File: config.mk
export PLATFORM = sky130hd
export DESIGN_NAME = lvds_word_align
export DESIGN_NICKNAME = d
export VERILOG_FILES = /design/src/rtl/lvds_word_align_pkg.sv /design/src/rtl/lvds_phase_cnt.sv /design/src/rtl/lvds_word_align.sv
export SDC_FILE = /design/constraint.sdc
export NUM_CORES = 1
export LEC_CHECK = 0
export CORE_MARGIN = 3
export CORE_UTILIZATION = 40
export CTS_BUF_LIST = sky130_fd_sc_hd__clkbuf_16
export DETAILED_ROUTE_END_ITERATION = 16
export GPL_TIMING_DRIVEN = 0
export SLEW_MARGIN = 40
export SYNTH_ARGS = -nofsm -noshare
export SYNTH_HDL_FRONTEND = slang
export SYNTH_HIERARCHICAL = 1
export SYNTH_SLANG_ARGS = --single-unit
File: constraint.sdc
create_clock -name lvds_clk -period 2.3 [get_ports lvds_clk]
set_input_delay 0.575 -clock lvds_clk [delete_from_list [all_inputs] [get_ports lvds_clk]]
set_output_delay 0.575 -clock lvds_clk [all_outputs]
set_load 0.02 [all_outputs]
File: src/rtl/lvds_word_align_pkg.sv
// -----------------------------------------------------------------------------
// lvds_word_align_pkg
//   Shared definitions for the LVDS word aligner: the word width, the width of
//   the bit-phase counter, the aligner state encoding and a helper that sizes
//   saturating counters.
// -----------------------------------------------------------------------------
package lvds_word_align_pkg;

  localparam int LVDS_WORD_W = 8;
  localparam int BIT_CNT_W   = 3;  // counts the 8 bit phases of one word

  typedef enum logic [1:0] {
    HUNT   = 2'd0,
    VERIFY = 2'd1,
    LOCKED = 2'd2
  } align_state_t;

  // Number of bits needed to hold the values 0..max_val (at least one bit).
  function automatic int cnt_width(input int max_val);
    return (max_val < 2) ? 1 : $clog2(max_val + 1);
  endfunction

endpackage

File: src/rtl/lvds_phase_cnt.sv
// -----------------------------------------------------------------------------
// lvds_phase_cnt
//   Bit-phase and word-position tracker for the word aligner.
//   bit_cnt free-runs 0..7; the cycle where it reads 7 is a word boundary, i.e.
//   the window holds a complete word.  word_cnt advances on every boundary and
//   wraps after FRAME_WORDS words.  clr restarts both counters so that the
//   first boundary falls 8 cycles after the clearing cycle.
// Ports
//   clk           in   clock
//   rst           in   asynchronous active-high reset
//   clr           in   restart the phase (asserted on the sync hit cycle)
//   boundary      out  the current window is a complete word
//   sync_boundary out  boundary where the completed word is word 0 (sync slot)
//   word_idx      out  frame position of the word completing at this boundary
// -----------------------------------------------------------------------------
module lvds_phase_cnt
  import lvds_word_align_pkg::*;
#(
  parameter int FRAME_WORDS = 2,
  localparam int WORD_CNT_W = cnt_width(FRAME_WORDS - 1)
) (
  input  logic                  clk,
  input  logic                  rst,
  input  logic                  clr,
  output logic                  boundary,
  output logic                  sync_boundary,
  output logic [WORD_CNT_W-1:0] word_idx
);

  localparam logic [WORD_CNT_W-1:0] LAST_WORD = WORD_CNT_W'(FRAME_WORDS - 1);

  logic [BIT_CNT_W-1:0]  bit_cnt_reg;
  logic [WORD_CNT_W-1:0] word_cnt_reg;
  logic [WORD_CNT_W-1:0] word_cnt_next;

  // word_cnt holds the position of the last completed word; the word that
  // completes at a boundary is therefore the next position.
  always_comb begin
    word_cnt_next = word_cnt_reg + WORD_CNT_W'(1);
    if (word_cnt_reg == LAST_WORD) begin
      word_cnt_next = '0;
    end
  end

  assign boundary      = (bit_cnt_reg == '1);
  assign sync_boundary = boundary && (word_cnt_next == '0);
  assign word_idx      = word_cnt_next;

  always_ff @(posedge clk or posedge rst) begin
    if (rst) begin
      bit_cnt_reg  <= '0;
      word_cnt_reg <= '0;
    end else if (clr) begin
      bit_cnt_reg  <= '0;
      word_cnt_reg <= '0;
    end else begin
      bit_cnt_reg <= bit_cnt_reg + BIT_CNT_W'(1);
      if (boundary) begin
        word_cnt_reg <= word_cnt_next;
      end
    end
  end

endmodule

File: src/rtl/lvds_word_align.sv
// -----------------------------------------------------------------------------
// lvds_word_align
//   Finds the frame sync word in the sliding window of the LVDS deserializer,
//   locks to the byte phase and emits the aligned payload words.  Isolated
//   sync misses are ridden through (flywheel); LOSS_CNT consecutive misses
//   drop lock and restart the hunt.
// Ports
//   lvds_clk  in   clock, window advances one bit per cycle
//   rst       in   asynchronous active-high reset
//   win_in    in   8-bit window, bit7 oldest, bit0 newest
//   dout      out  aligned payload word (holds when dout_vld is low)
//   dout_vld  out  one-cycle strobe, dout valid
//   dout_sof  out  with dout_vld: first payload word of the frame
//   locked    out  alignment locked
//   sync_err  out  one-cycle strobe, sync missing at a boundary while locked
// -----------------------------------------------------------------------------
module lvds_word_align
  import lvds_word_align_pkg::*;
#(
  parameter logic [LVDS_WORD_W-1:0] SYNC_WORD   = 8'hD5,
  parameter int                     FRAME_WORDS = 2,
  parameter int                     LOCK_CNT    = 3,
  parameter int                     LOSS_CNT    = 4
) (
  input  logic                   lvds_clk,
  input  logic                   rst,
  input  logic [LVDS_WORD_W-1:0] win_in,
  output logic [LVDS_WORD_W-1:0] dout,
  output logic                   dout_vld,
  output logic                   dout_sof,
  output logic                   locked,
  output logic                   sync_err
);

  localparam int WORD_CNT_W = cnt_width(FRAME_WORDS - 1);
  localparam int HIT_CNT_W  = cnt_width(LOCK_CNT);
  localparam int MISS_CNT_W = cnt_width(LOSS_CNT);

  // Counter values that, on one more event, reach the lock / loss threshold.
  localparam logic [HIT_CNT_W-1:0]  LOCK_LAST = HIT_CNT_W'(LOCK_CNT - 1);
  localparam logic [MISS_CNT_W-1:0] LOSS_LAST = MISS_CNT_W'(LOSS_CNT - 1);

  align_state_t            state_reg, state_next;
  logic [HIT_CNT_W-1:0]    hit_cnt_reg, hit_cnt_next;
  logic [MISS_CNT_W-1:0]   miss_cnt_reg, miss_cnt_next;

  logic                    sync_hit;
  logic                    cnt_clr;
  logic                    boundary;
  logic                    sync_boundary;
  logic [WORD_CNT_W-1:0]   word_idx;
  logic                    emit;
  logic                    sof_next;
  logic                    err_next;

  assign sync_hit = (win_in == SYNC_WORD);

  lvds_phase_cnt #(
    .FRAME_WORDS (FRAME_WORDS)
  ) u_phase_cnt (
    .clk           (lvds_clk),
    .rst           (rst),
    .clr           (cnt_clr),
    .boundary      (boundary),
    .sync_boundary (sync_boundary),
    .word_idx      (word_idx)
  );

  always_comb begin
    state_next    = state_reg;
    hit_cnt_next  = hit_cnt_reg;
    miss_cnt_next = miss_cnt_reg;
    cnt_clr       = 1'b0;
    emit          = 1'b0;
    sof_next      = 1'b0;
    err_next      = 1'b0;

    unique case (state_reg)
      HUNT: begin
        // The first matching window wins, even if the sync word aliases at
        // other phases; the hit word becomes word 0 of the frame.
        if (sync_hit) begin
          cnt_clr       = 1'b1;
          hit_cnt_next  = HIT_CNT_W'(1);
          miss_cnt_next = '0;
          state_next    = (LOCK_CNT == 1) ? LOCKED : VERIFY;
        end
      end

      VERIFY: begin
        // Only sync slots matter here; payload is not trusted yet.
        if (sync_boundary) begin
          if (sync_hit) begin
            hit_cnt_next = hit_cnt_reg + HIT_CNT_W'(1);
            if (hit_cnt_reg == LOCK_LAST) begin
              state_next = LOCKED;
            end
          end else begin
            hit_cnt_next = '0;
            state_next   = HUNT;
          end
        end
      end

      LOCKED: begin
        if (boundary && !sync_boundary) begin
          emit     = 1'b1;
          sof_next = (word_idx == WORD_CNT_W'(1));
        end
        if (sync_boundary) begin
          if (sync_hit) begin
            miss_cnt_next = '0;
          end else begin
            // Flywheel: flag the miss but keep the phase until the
            // consecutive-miss limit is reached.
            err_next = 1'b1;
            if (miss_cnt_reg == LOSS_LAST) begin
              miss_cnt_next = '0;
              hit_cnt_next  = '0;
              state_next    = HUNT;
            end else begin
              miss_cnt_next = miss_cnt_reg + MISS_CNT_W'(1);
            end
          end
        end
      end

      default: begin
        state_next = HUNT;
      end
    endcase
  end

  always_ff @(posedge lvds_clk or posedge rst) begin
    if (rst) begin
      state_reg    <= HUNT;
      hit_cnt_reg  <= '0;
      miss_cnt_reg <= '0;
      dout         <= '0;
      dout_vld     <= 1'b0;
      dout_sof     <= 1'b0;
      locked       <= 1'b0;
      sync_err     <= 1'b0;
    end else begin
      state_reg    <= state_next;
      hit_cnt_reg  <= hit_cnt_next;
      miss_cnt_reg <= miss_cnt_next;
      locked       <= (state_next == LOCKED);
      dout_vld     <= emit;
      dout_sof     <= sof_next;
      sync_err     <= err_next;
      if (emit) begin
        dout <= win_in;
      end
    end
  end

endmodule

==> results.py <==
metrics = {
    "status": {
        "status": "completed",
    },
    "routing": {
        "ant_nets": 0,
        "wl_per_cell_um": 14.62,
        "drt_iter0_drc": 34,
        "dr_total_vias": 853,
        "drt_pass1_iterations": 4,
        "wl_um": 2296,
        "routed_via_density": 5.433,
        "drc": 0,
    },
    "worst_setup_path": {
        "critPathBufInv": 1,
        "cpMaxStageDelayCell": "a2111oi_0",
        "end_kind": "flop",
        "crit_required_ns": 2.40,
        "arrival_ns": 2.26,
        "crit_family": "simple AND/OR/NAND/NOR gates",
        "critPathKind": "primary input to flop",
        "worst-r2r-setup-slack_ns": 0.21,
        "r2r-start": "state_reg[0]",
        "critical_path.max_stage_delay_ns": 0.51,
        "cp-startpoint": "win_in[3]",
        "worstPathMaxFanout": 5,
        "startpoint_type": "primary input",
        "crit_path_cell_trace": "clkdlybuf4s50_1 > nand4bb_4 > nor2_1 > mux2i_1 > a2111oi_0",
    },
    "yosys": {
        "yosys.area.top_type": "dfrtp_1",
        "yosysSeqAreaShare": 0.4792,
        "syn_avg_cell_area_sq_um": 11.89,
        "synth_edf_count": 0,
        "synth-seq-cells": 23,
        "netlist_area_sq_mm": 0.001201,
        "synthTopCellsByArea": "dfrtp_1 48%, ha_1 8.3%, mux2_2 7.5%",
        "ys_top_cells_by_count": "23 x dfrtp_1, 12 x inv_1, 8 x ha_1, 8 x mux2_2, 7 x nor2_1",
        "synth_warnings": 6,
        "syn-num-nets": 119,
        "async_flop_share": 1.000,
        "synthCells": 101,
        "synth_top_flop_cell": "dfrtp_1",
        "yosysMostFrequentCell": "dfrtp_1",
        "synth_top_cell_area_share": 0.4792,
        "yosys.cell_types.count": 39,
    },
    "timing": {
        "relSlewSlack": 0.5403,
        "rsz0062_at_grt": "false",
        "min_period_ns": 2.159,
        "whs_ns": 0.4286,
        "drv_slew": 0,
        "finalClockSkew_ns": 0.005807,
        "min_period_over_period": 0.9387,
        "fin_ws_ns": 0.1409,
        "worst_pin_slew_ns": 0.6853,
        "finalHoldViolations": 0,
        "setup_violations": 0,
        "max_freq_ghz": 0.4632,
    },
    "clock_network": {
        "root_buffer": "clkbuf_16",
        "numCtsBuffers": 3,
        "cts_buffer_depth": 2,
        "cts.sinks": 23,
        "path_clk_slew_ns": 0.06,
        "cts_hold_buffers": 0,
        "clock_latency_ns": 0.26,
        "post_cts_buffers": 0,
        "cts_tree": "done",
        "cts_max_level": 1,
        "cts-resized-gates": 0,
    },
    "final_layout": {
        "fin_util": 0.5455,
        "finish.instance_area_sq_mm": 0.001530,
        "instances_no_fill": 157,
        "antenna_cells": 0,
        "area_delta_synth_final_pct": 27.40,
        "drive_above_1_share": 0.1508,
        "nets": 145,
        "largest_register_ffs": 8,
    },
    "hold_path": {
        "hold_start": "u_phase_cnt/bit_cnt_reg[0]",
        "hold_path_class": "flop to flop",
    },
    "grt": {
        "globalRoute.busiestLayer": "met2",
        "antenna_found_initial": 0,
        "gr-usage-all-layers": 0.1457,
        "grtUsageMet2": 0.2351,
        "met3_usage": 0.04468,
        "grt_pass1_vias": 886,
        "grt_pass1_wl_um": 4002,
        "met1_usage": 0.1910,
        "grt_overflow": 0,
        "grt_max_degree": 20,
    },
    "place": {
        "hpwl_um": 1740,
        "dp_worst_setup_slack_ns": -0.1206,
        "placed_area_sq_mm": 0.001450,
        "gp_congestion": 0.8548,
        "portBuffers": 21,
        "dpl.cell_count": 153,
    },
    "pwr": {
        "p_per_area_mw_per_mm2": 689.0,
        "vdd_drop_max_v": 0.0004071,
        "p_leak_nw": 0.6962,
    },
    "floorplan": {
        "fp.dieW_um": 60.80,
        "io_pins": 22,
        "core_area_sq_mm": 0.002805,
        "die_h_um": 60.80,
        "die-area_sq_mm": 0.003697,
        "rows": 19,
        "start_util": 0.4282,
    },
    "run": {
        "cap_violations": 0,
    },
}
-- report_power, final --
part	internal [mW]	total (mW)	switching, mW
Combinational	0.102	0.205	0.103
Sequential	0.447	0.470	0.0228
Clock	0.234	0.380	0.146
-- cells by family (layout without fill, tap and decap cells) --
family,count (synthesis),after routing,share of synthesized area
AO/OA/AOI/OAI,17,17,0.1167
XOR/XNOR,1,1,0.007293
adder cells (fa/ha/maj),8,8,0.08334
buffers and inverters,14,39,0.04999
flip-flops,23,23,0.4792
multiplexers,11,11,0.1042
AND/OR/NAND/NOR,27,27,0.1594
-- per-layer routing --
| metal | part of all wire | wire length, um |
|---|---|---|
| met1 | 0.48 | 1103 |
| met4 | 0.0083 | 19 |
| met2 | 0.47 | 1074 |
| met5 | 0 | 0 |
| met3 | 0.043 | 98 |
-- worst reg2reg max path, stage by stage (launching register included) --
cell and delay (ns):
dfrtp_1 0.41, inv_1 0.10, ha_1 0.22, clkbuf_1 0.22, nor2_1 0.24, o2bb2ai_1 0.15, o21a_1 0.22, a2111oi_0 0.38
-- path summary, 6_finish.rpt --
path                                              end  depth (start not counted)
hold reg to reg            u_phase_cnt/bit_cnt_reg[0]                          1
setup / recovery                               locked                          5
max in group asynchronous                     dout[4]                          2
min in group asynchronous    u_phase_cnt/word_cnt_reg                          2
hold / removal             u_phase_cnt/bit_cnt_reg[0]                          1
setup reg to reg                               locked                          7
-- final cells by class --
type / count / area (sq um)
Inverter: 12 / 45.04
Timing Repair Buffer: 21 / 210.2
Tap cell: 31 / 38.79
Sequential cell: 23 / 575.6
Clock inverter: 1 / 5.005
Multi-Input combinational cell: 64 / 565.5
Buffer: 2 / 15.01
Clock buffer: 3 / 75.07
Fill cell: 246 / 1275
-- placed cells by master (no fill, tap or decap), drive strengths merged, types with 2 or more instances in the layout --
master / count
dfrtp: 23
and3: 2
mux2i: 2
inv: 11
nor2: 7
and2: 2
nor2b: 2
nor3: 3
o21a: 3
mux2: 9
clkinv: 2
ha: 8
clkdlybuf4s50: 21
a211oi: 2
clkbuf: 4
a2bb2oi: 2
nand2b: 2
-- through the flow --
stage,setup TNS [ns],power (mW)
2_1_floorplan,0,0.6127
3_3_place_gp,-0.1955,0.6728
3_5_place_dp,-0.2332,0.6776
4_1_cts,0,1.062
5_1_grt,0,1.108
6_report,0,1.054
(Power assumes the default switching activity.)
